==> src/rtl/accum_pkg.sv <==
// rtl/accum_pkg.sv - shared types and defaults for the accumulator feeder
package accum_pkg;

   localparam int DEF_DATA_WIDTH = 32;
   localparam int DEF_N_CHANNEL  = 8;

   typedef enum logic [1:0] {
      INIT,
      FEED,
      STOP,
      CAPTURE
   } state_t;

   // The accumulator's channel counter wraps at its own width.
   function automatic int unsigned expected_cnt(input int unsigned n_channel,
                                                input int unsigned cnt_width);
      return n_channel % (32'd1 << cnt_width);
   endfunction

endpackage

==> src/rtl/sync_fifo.sv <==
// rtl/sync_fifo.sv - single-clock first-word-fall-through FIFO
module sync_fifo #(
   parameter int DATA_WIDTH = 32,
   parameter int FIFO_DEPTH = 4
) (
   input  logic                  clk,
   input  logic                  rst,
   input  logic                  push,
   input  logic [DATA_WIDTH-1:0] push_data,
   input  logic                  pop,
   output logic [DATA_WIDTH-1:0] pop_data,
   output logic                  full,
   output logic                  empty
);

   localparam int AW = $clog2(FIFO_DEPTH);

   logic [DATA_WIDTH-1:0] mem [FIFO_DEPTH];
   logic [AW-1:0]         wr_ptr;
   logic [AW-1:0]         rd_ptr;
   logic [AW:0]           count;
   logic                  push_ok;
   logic                  pop_ok;

   assign push_ok  = push && !full;
   assign pop_ok   = pop && !empty;
   assign full     = (count == (AW+1)'(FIFO_DEPTH));
   assign empty    = (count == '0);
   assign pop_data = mem[rd_ptr];

   always_ff @(posedge clk) begin
      if (push_ok) mem[wr_ptr] <= push_data;
   end

   always_ff @(posedge clk) begin
      if (rst) begin
         wr_ptr <= '0;
         rd_ptr <= '0;
         count  <= '0;
      end else begin
         if (push_ok) wr_ptr <= wr_ptr + AW'(1);
         if (pop_ok)  rd_ptr <= rd_ptr + AW'(1);
         case ({push_ok, pop_ok})
            2'b10:   count <= count + (AW+1)'(1);
            2'b01:   count <= count - (AW+1)'(1);
            default: count <= count;
         endcase
      end
   end

endmodule

==> src/rtl/accum_feeder.sv <==
// rtl/accum_feeder.sv - feeds buffered partial sums into a channel accumulator
// and returns each finalised frame sum on a valid/ready stream.
module accum_feeder
   import accum_pkg::*;
#(
   parameter int DATA_WIDTH = DEF_DATA_WIDTH,
   parameter int N_CHANNEL  = DEF_N_CHANNEL,
   parameter int CNT_WIDTH  = $clog2(N_CHANNEL),
   parameter int FIFO_DEPTH = 4
) (
   input  logic                  clk,
   input  logic                  rst,
   input  logic                  s_valid,
   input  logic [DATA_WIDTH-1:0] s_data,
   output logic                  s_ready,
   output logic [DATA_WIDTH-1:0] acc_data,
   output logic                  acc_rec,
   output logic                  acc_stop,
   input  logic [DATA_WIDTH-1:0] acc_result,
   input  logic [CNT_WIDTH-1:0]  acc_cnt,
   output logic                  m_valid,
   output logic [DATA_WIDTH-1:0] m_data,
   input  logic                  m_ready,
   output logic                  err_cnt_mismatch
);

   localparam int CHW = $clog2(N_CHANNEL + 1);
   localparam logic [CNT_WIDTH-1:0] EXP_CNT   = CNT_WIDTH'(expected_cnt(N_CHANNEL, CNT_WIDTH));
   localparam logic [CHW-1:0]       LAST_CHAN = CHW'(N_CHANNEL - 1);

   state_t                state, state_nxt;
   logic [CHW-1:0]        chan_cnt;
   logic                  fifo_full, fifo_empty, fifo_push, fifo_pop;
   logic [DATA_WIDTH-1:0] fifo_data, m_data_q;
   logic                  m_valid_q, err_q;
   logic                  rec_c, stop_c, chk_c;

   assign s_ready   = !fifo_full && !rst;
   assign fifo_push = s_valid && s_ready;
   assign fifo_pop  = rec_c;

   sync_fifo #(
      .DATA_WIDTH (DATA_WIDTH),
      .FIFO_DEPTH (FIFO_DEPTH)
   ) u_fifo (
      .clk       (clk),
      .rst       (rst),
      .push      (fifo_push),
      .push_data (s_data),
      .pop       (fifo_pop),
      .pop_data  (fifo_data),
      .full      (fifo_full),
      .empty     (fifo_empty)
   );

   // Strobes are suppressed while rst is high even though state still holds its old value.
   always_comb begin
      state_nxt = state;
      rec_c     = 1'b0;
      stop_c    = 1'b0;
      chk_c     = 1'b0;
      if (!rst) begin
         case (state)
            INIT: begin
               stop_c    = 1'b1;
               state_nxt = FEED;
            end
            FEED: begin
               if (!fifo_empty) begin
                  rec_c = 1'b1;
                  if (chan_cnt == LAST_CHAN) state_nxt = STOP;
               end
            end
            STOP: begin
               if (!m_valid_q) begin
                  stop_c    = 1'b1;
                  chk_c     = 1'b1;
                  state_nxt = CAPTURE;
               end
            end
            CAPTURE: state_nxt = FEED;
            default: state_nxt = INIT;
         endcase
      end
   end

   always_ff @(posedge clk) begin
      if (rst) begin
         state     <= INIT;
         chan_cnt  <= '0;
         m_valid_q <= 1'b0;
         m_data_q  <= '0;
         err_q     <= 1'b0;
      end else begin
         state <= state_nxt;
         if (fifo_pop) chan_cnt <= (chan_cnt == LAST_CHAN) ? '0 : chan_cnt + CHW'(1);
         if (chk_c && (acc_cnt != EXP_CNT)) err_q <= 1'b1;
         if (state == CAPTURE) begin
            m_valid_q <= 1'b1;
            m_data_q  <= acc_result;
         end else if (m_valid_q && m_ready) begin
            m_valid_q <= 1'b0;
         end
      end
   end

   assign acc_rec          = rec_c;
   assign acc_stop         = stop_c;
   assign acc_data         = rec_c ? fifo_data : '0;
   assign m_valid          = m_valid_q && !rst;
   assign m_data           = rst ? '0 : m_data_q;
   assign err_cnt_mismatch = err_q && !rst;

endmodule

==> config.mk <==
export PLATFORM = sky130hd
export DESIGN_NAME = accum_feeder
export DESIGN_NICKNAME = d
export VERILOG_FILES = /design/src/rtl/accum_pkg.sv /design/src/rtl/sync_fifo.sv /design/src/rtl/accum_feeder.sv
export SDC_FILE = /design/constraint.sdc
export NUM_CORES = 1
export LEC_CHECK = 0
export BUFFER_PORTS_ARGS = -buffer_cell sky130_fd_sc_hd__buf_2
export CELL_PAD_IN_SITES_DETAIL_PLACEMENT = 1
export CELL_PAD_IN_SITES_GLOBAL_PLACEMENT = 1
export CORE_AREA = 5 5 139 141
export DETAILED_ROUTE_END_ITERATION = 8
export DIE_AREA = 0 0 144 146
export HOLD_SLACK_MARGIN = 0.12
export PLACE_DENSITY_LB_ADDON = 0.15
export RECOVER_POWER = 25
export SETUP_SLACK_MARGIN = 0.2
export SLEW_MARGIN = 25
export SYNTH_ARGS = -nofsm -noshare
export SYNTH_HDL_FRONTEND = slang
export SYNTH_HIERARCHICAL = 1
export SYNTH_SLANG_ARGS = --single-unit
==> constraint.sdc <==
create_clock -name clk -period 2.5 [get_ports clk]
set_input_delay 0.5 -clock clk [delete_from_list [all_inputs] [get_ports clk]]
set_output_delay 0.5 -clock clk [all_outputs]
set_load 0.1 [all_outputs]
Word level (Yosys, flattened, before mapping)
Memories as Yosys holds them, arrays and structs flattened. A register that Yosys moved wholly into a read port is not among the register bits. Cells that the tools add are included.

Register bits: 47. Bits in writable memories: 128. Word-level logic and storage cells: 64. Output and inout port bits: 69. Memories: 1. Input port bits: 71.

Memory list: u_fifo.mem (depth 4, width 32, rd ports 1, clocked after memory_dff 1, write ports 1, RTL line sync_fifo.sv:18) `logic [DATA_WIDTH-1:0] mem [FIFO_DEPTH];`.

Reduce and logical (&&, ||, !) cells: 18. Add/sub/neg operators: 5. Eq/ne operators: 10. Muxes and demuxes: 22.

Operators with widths (number): $mux W32 (2); $mux W1 (11); $mux W2 (5); $logic_and A1 B1 Y1 (8); $eq A2 B2 Y1 const B (3); $ne A2 B2 Y1 const B (3); $pmux W2 S3 (1); $pmux W3 S2 (1); $add A2 B1 Y2 const B (2); $add A4 B1 Y4 const B (1); $eq A2 B1 Y1 const B (2); $eq A4 B3 Y1 const B (1); $mux W4 (1); $reduce_bool A2 Y1 (2); $add A3 B1 Y3 const B (1); $eq A3 B3 Y1 const B (1); $logic_not A1 Y1 (3); $logic_not A3 Y1 (1); $reduce_and A3 Y1 (1); $reduce_bool A3 Y1 (1); $sub A3 B1 Y3 const B (1); $logic_not A2 Y1 (1); $pmux W1 S2 (1); $reduce_or A2 Y1 (1).

Longest topological paths before layout
Depth in word-level cells: 7. Mapped depth: 13. Depth with buffers taken out: 12.

Cells and area by module
Netlist, hierarchy kept.

Modules (own cells, without submodules): sync_fifo (area an instance 5143.7 µm², seq. area each 4023.9 µm², times used 1, cells an instance 221); accum_feeder (area an instance 2047.0 µm², seq. area each 800.8 µm², times used 1, cells an instance 231).

Worst setup path after synthesis
Ideal clock, no wire load.

Kind: input to register. From: input rst. To: memory u_fifo.mem[0][0], enable pin. Setup time: 0.392 ns. Cell stages on the path: 6. Data required time: 2.108 ns. Arrival time: 3.335 ns. Setup slack: -1.227 ns. Buffers on the path: 1. Cells stage by stage: buf_2 -> nor2_1 -> and2_1 -> inv_1 -> nor2_1 -> and2_1.

Longest elaborated chain between the ends: 6.

Ends and longest elaborated chain: start: declaration (RTL line accum_feeder.sv:12) `input logic rst,`; $logic_not A1 Y1 (RTL line accum_feeder.sv:38) `assign s_ready = !fifo_full && !rst;`; $logic_and A1 B1 Y1 (RTL line accum_feeder.sv:38); net s_ready (RTL line accum_feeder.sv:15) `output logic s_ready,`; $logic_and A1 B1 Y1 (RTL line accum_feeder.sv:39) `assign fifo_push = s_valid && s_ready;`; net fifo_push (RTL line accum_feeder.sv:33) `logic fifo_full, fifo_empty, fifo_push, fifo_pop;`; $logic_and A1 B1 Y1 (RTL line sync_fifo.sv:25) `assign push_ok = push && !full;`; $mux W1 (RTL line sync_fifo.sv:32) `if (push_ok) mem[wr_ptr] <= push_data;`; $mux W1 (implied by the code) (RTL line sync_fifo.sv:32); end: declaration (RTL line sync_fifo.sv:18).

The timed path passes the listed nets, and every way through them passes these cells.

==> results.py <==
metrics = {
    "run_status": {
        "outcome": "finished clean",
    },
    "placement": {
        "place_inst": 812,
        "place_ws_ps": 128,
        "post-dp-hpwl_mm": 10.6,
        "gp_congestion": 0.725,
        "io_buffers": 139,
    },
    "clocking": {
        "cts.sinks": 177,
        "cts.path.max_buffers": 2,
        "clk_pin_slew_ps": 60,
        "clkLatencyLatePin_ps": 420,
        "htree_levels": 4,
        "cts_root_buf": "clkbuf_16",
        "cts_tree": "yes",
        "holdBufCountCts": 0,
        "numCtsBuffers": 17,
    },
    "critical_path": {
        "arrival_ps": 1880,
        "crit_chain": "buf_16 -> mux4_2 -> and2_4 -> buf_12",
        "critPathSlowestCell": "mux4_2",
        "setup.worst_path.end_class": "output pin",
        "r2r-start": "state[1]",
        "cp.required_ps": 2000,
        "startpoint_type": "register",
        "critPathMaxStageDelay_ps": 520,
        "setup.worst_path.class": "register to output pin",
        "cp_max_fo": 8,
    },
    "sta": {
        "finalCritPeriodShare_pct": 95.4,
        "worst_slack_ps": 115,
        "tightest_slew_ps": 562,
        "drv_slew": 0,
        "skew_ps": 9.82,
        "whs_ps": 310,
        "hold_viol_final": 0,
        "fmax_mhz": 419,
        "slew_headroom_pct": 62.6,
        "tns_ps": 0,
        "finalCriticalPeriod_ps": 2380,
        "finalSetupViolations": 0,
        "rsz0062_at_grt": "true",
    },
    "layout": {
        "drive_above_1_share_pct": 43.3,
        "final_cells": 862,
        "antenna_cells": 0,
        "area_delta_synth_final_pct": 34.5,
        "num-nets-final": 703,
    },
    "global_routing": {
        "grt_max_degree": 78,
        "grt_overflow": 0,
        "grt_antenna_before_repair": 0,
        "grt_use_met2_pct": 28.7,
        "use_met3_pct": 3.22,
        "grt_first_pass_wirelength_mm": 25.7,
        "met1_usage_pct": 19.2,
        "grt_pass1_vias": 4702,
        "grt-busiest-layer": "met2",
        "track_usage_pct": 16.1,
    },
    "die": {
        "dieWidth_um": 144,
        "die-area_sq_mm": 0.0210,
        "rows": 49,
        "start_util_pct": 40.3,
        "io_pins": 140,
        "die_y_um": 146,
        "coreArea_sq_mm": 0.0178,
    },
    "synthesis": {
        "synth.area.top_cells": "edfxtp_1 53%, dfxtp_1 14%, mux4_2 9.4%, mux2i_1 4.7%, and2_1 3.3%",
        "ys.flop_type": "edfxtp_1",
        "synthArstFlopShare_pct": 0,
        "synth_area_sq_mm": 0.00719,
        "synth_edf_count": 128,
        "ys_ff_latch": 177,
        "yosysTopAreaCellShare_pct": 53.5,
        "ys_seq_area_share_pct": 67.1,
        "synth_fp_nets": 534,
        "yosysUniqueCellTypes": 39,
        "yosys-top-cells-count": "128 x edfxtp_1, 49 x dfxtp_1, 45 x nor2_1",
        "yosysTopAreaCell": "edfxtp_1",
        "synth_area_per_cell_sq_um": 15.9,
        "post-synth-top-count-cell": "edfxtp_1",
        "synth-warning-count": 6,
        "syn_inst": 452,
    },
    "routing": {
        "final_antenna_net_count": 0,
        "drtPass1Iterations": 4,
        "wl_per_cell_um": 19.2,
        "via_per_inst": 4.90,
        "vias": 4226,
        "remaining_drc_errors": 0,
        "dr.first_iter.drc_count": 180,
        "drt-total-wl_mm": 16.5,
    },
    "job": {
        "cap_violations": 0,
    },
    "pwr": {
        "p_total_mw": 6.69,
        "ir_drop_v": 0.000472,
        "power_density_mw_per_mm2": 692,
        "power_leakage_nw": 3.51,
    },
    "worst_hold_path": {
        "min_from": "s_data[2]",
        "hold_class": "input port to register",
    },
}
-- kinds of logic (layout without fill, tap and decap cells) --
family / Yosys count / in the layout / synth area share (%)
buffers and inverters: 36 / 217 / 3.01
AOI/OAI and AO/OA: 19 / 19 / 1.71
and+or+nand+nor: 139 / 139 / 10.8
muxes: 66 / 66 / 14.9
xor gates and xnor gates: 4 / 4 / 0.487
adders and majority gates: 11 / 11 / 2.02
DFF: 177 / 177 / 67.1
-- where the power goes --
group	total, mW	internal [mW]	switching (mW)
Sequential	3.28	3.23	0.0447
Clock	2.64	1.57	1.08
Combinational	0.777	0.293	0.484
Total	6.69	5.09	1.60
-- through the flow --
step	util, %	cell area, sq um
floorplan	-	7270
global placement	48.9	8730
detailed placement	48.9	8730
CTS	53.5	9550
global route	54.2	9670
finish	54.2	9670
-- critical path, delay by kind of cell (launching register included) --
family	cells	cell delay (ps)
buffers and inverters	2	330
muxes	1	520
DFF	1	440
and+or+nand+nor	1	190
-- repair_timing --
item / in CTS / in global routing
resized for setup: 29 / 33
cloned: 4 / 2
setup endpoints to repair: 35 / 35
pin swaps: 2 / 6
buffers inserted: 7 / 6
-- area by class of cell --
type | instances | area, sq um
tap | 229 | 287
clock inverter | 14 | 165
sequential | 177 | 4840
clock buffer | 17 | 425
inverter | 13 | 51.3
fill | 1739 | 8170
multi-input combinational | 239 | 2300
timing repair buffer | 173 | 1600
-- registers in the layout, summed over array words and instances, names as in the netlist, named ones only --
name,count
m_data_q,32
chan_cnt,4
u_fifo/mem,128
u_fifo/wr_ptr,2
m_valid_q,1
state,2
u_fifo/count,3
err_q,1
u_fifo/rd_ptr,2
-- path summary, 6_finish.rpt --
| kind | to | cells after the start | slack, ps |
|---|---|---|---|
| setup reg to reg | u_fifo/count[2] | 13 | 220 |
| setup / recovery | acc_data[9] | 4 | 120 |
| hold / removal | u_fifo/mem[0][2] | 1 | 310 |
| hold reg to reg | err_q | 2 | 470 |
-- cells in the final DEF (no fill, tap or decap), types with 5 or more instances in the layout --
| cell type | instances |
|---|---|
| a21oi_1 | 8 |
| clkbuf_16 | 19 |
| ha_1 | 7 |
| clkbuf_1 | 25 |
| nand2_1 | 5 |
| buf_2 | 80 |
| mux4_2 | 32 |
| buf_6 | 5 |
| nor2_1 | 42 |
| nor2b_1 | 32 |
| buf_12 | 37 |
| and2_4 | 33 |
| mux2i_1 | 34 |
| o21ai_0 | 5 |
| edfxtp_1 | 128 |
| inv_1 | 10 |
| buf_4 | 20 |
| dfxtp_1 | 42 |
-- metal layers --
layer	up-vias	share of wire, %
met2	72	55
met1	2146	40
li1	1994	-
met5	-	0
met4	0	1.2
met3	14	3.4
(Power assumes the default switching activity.)
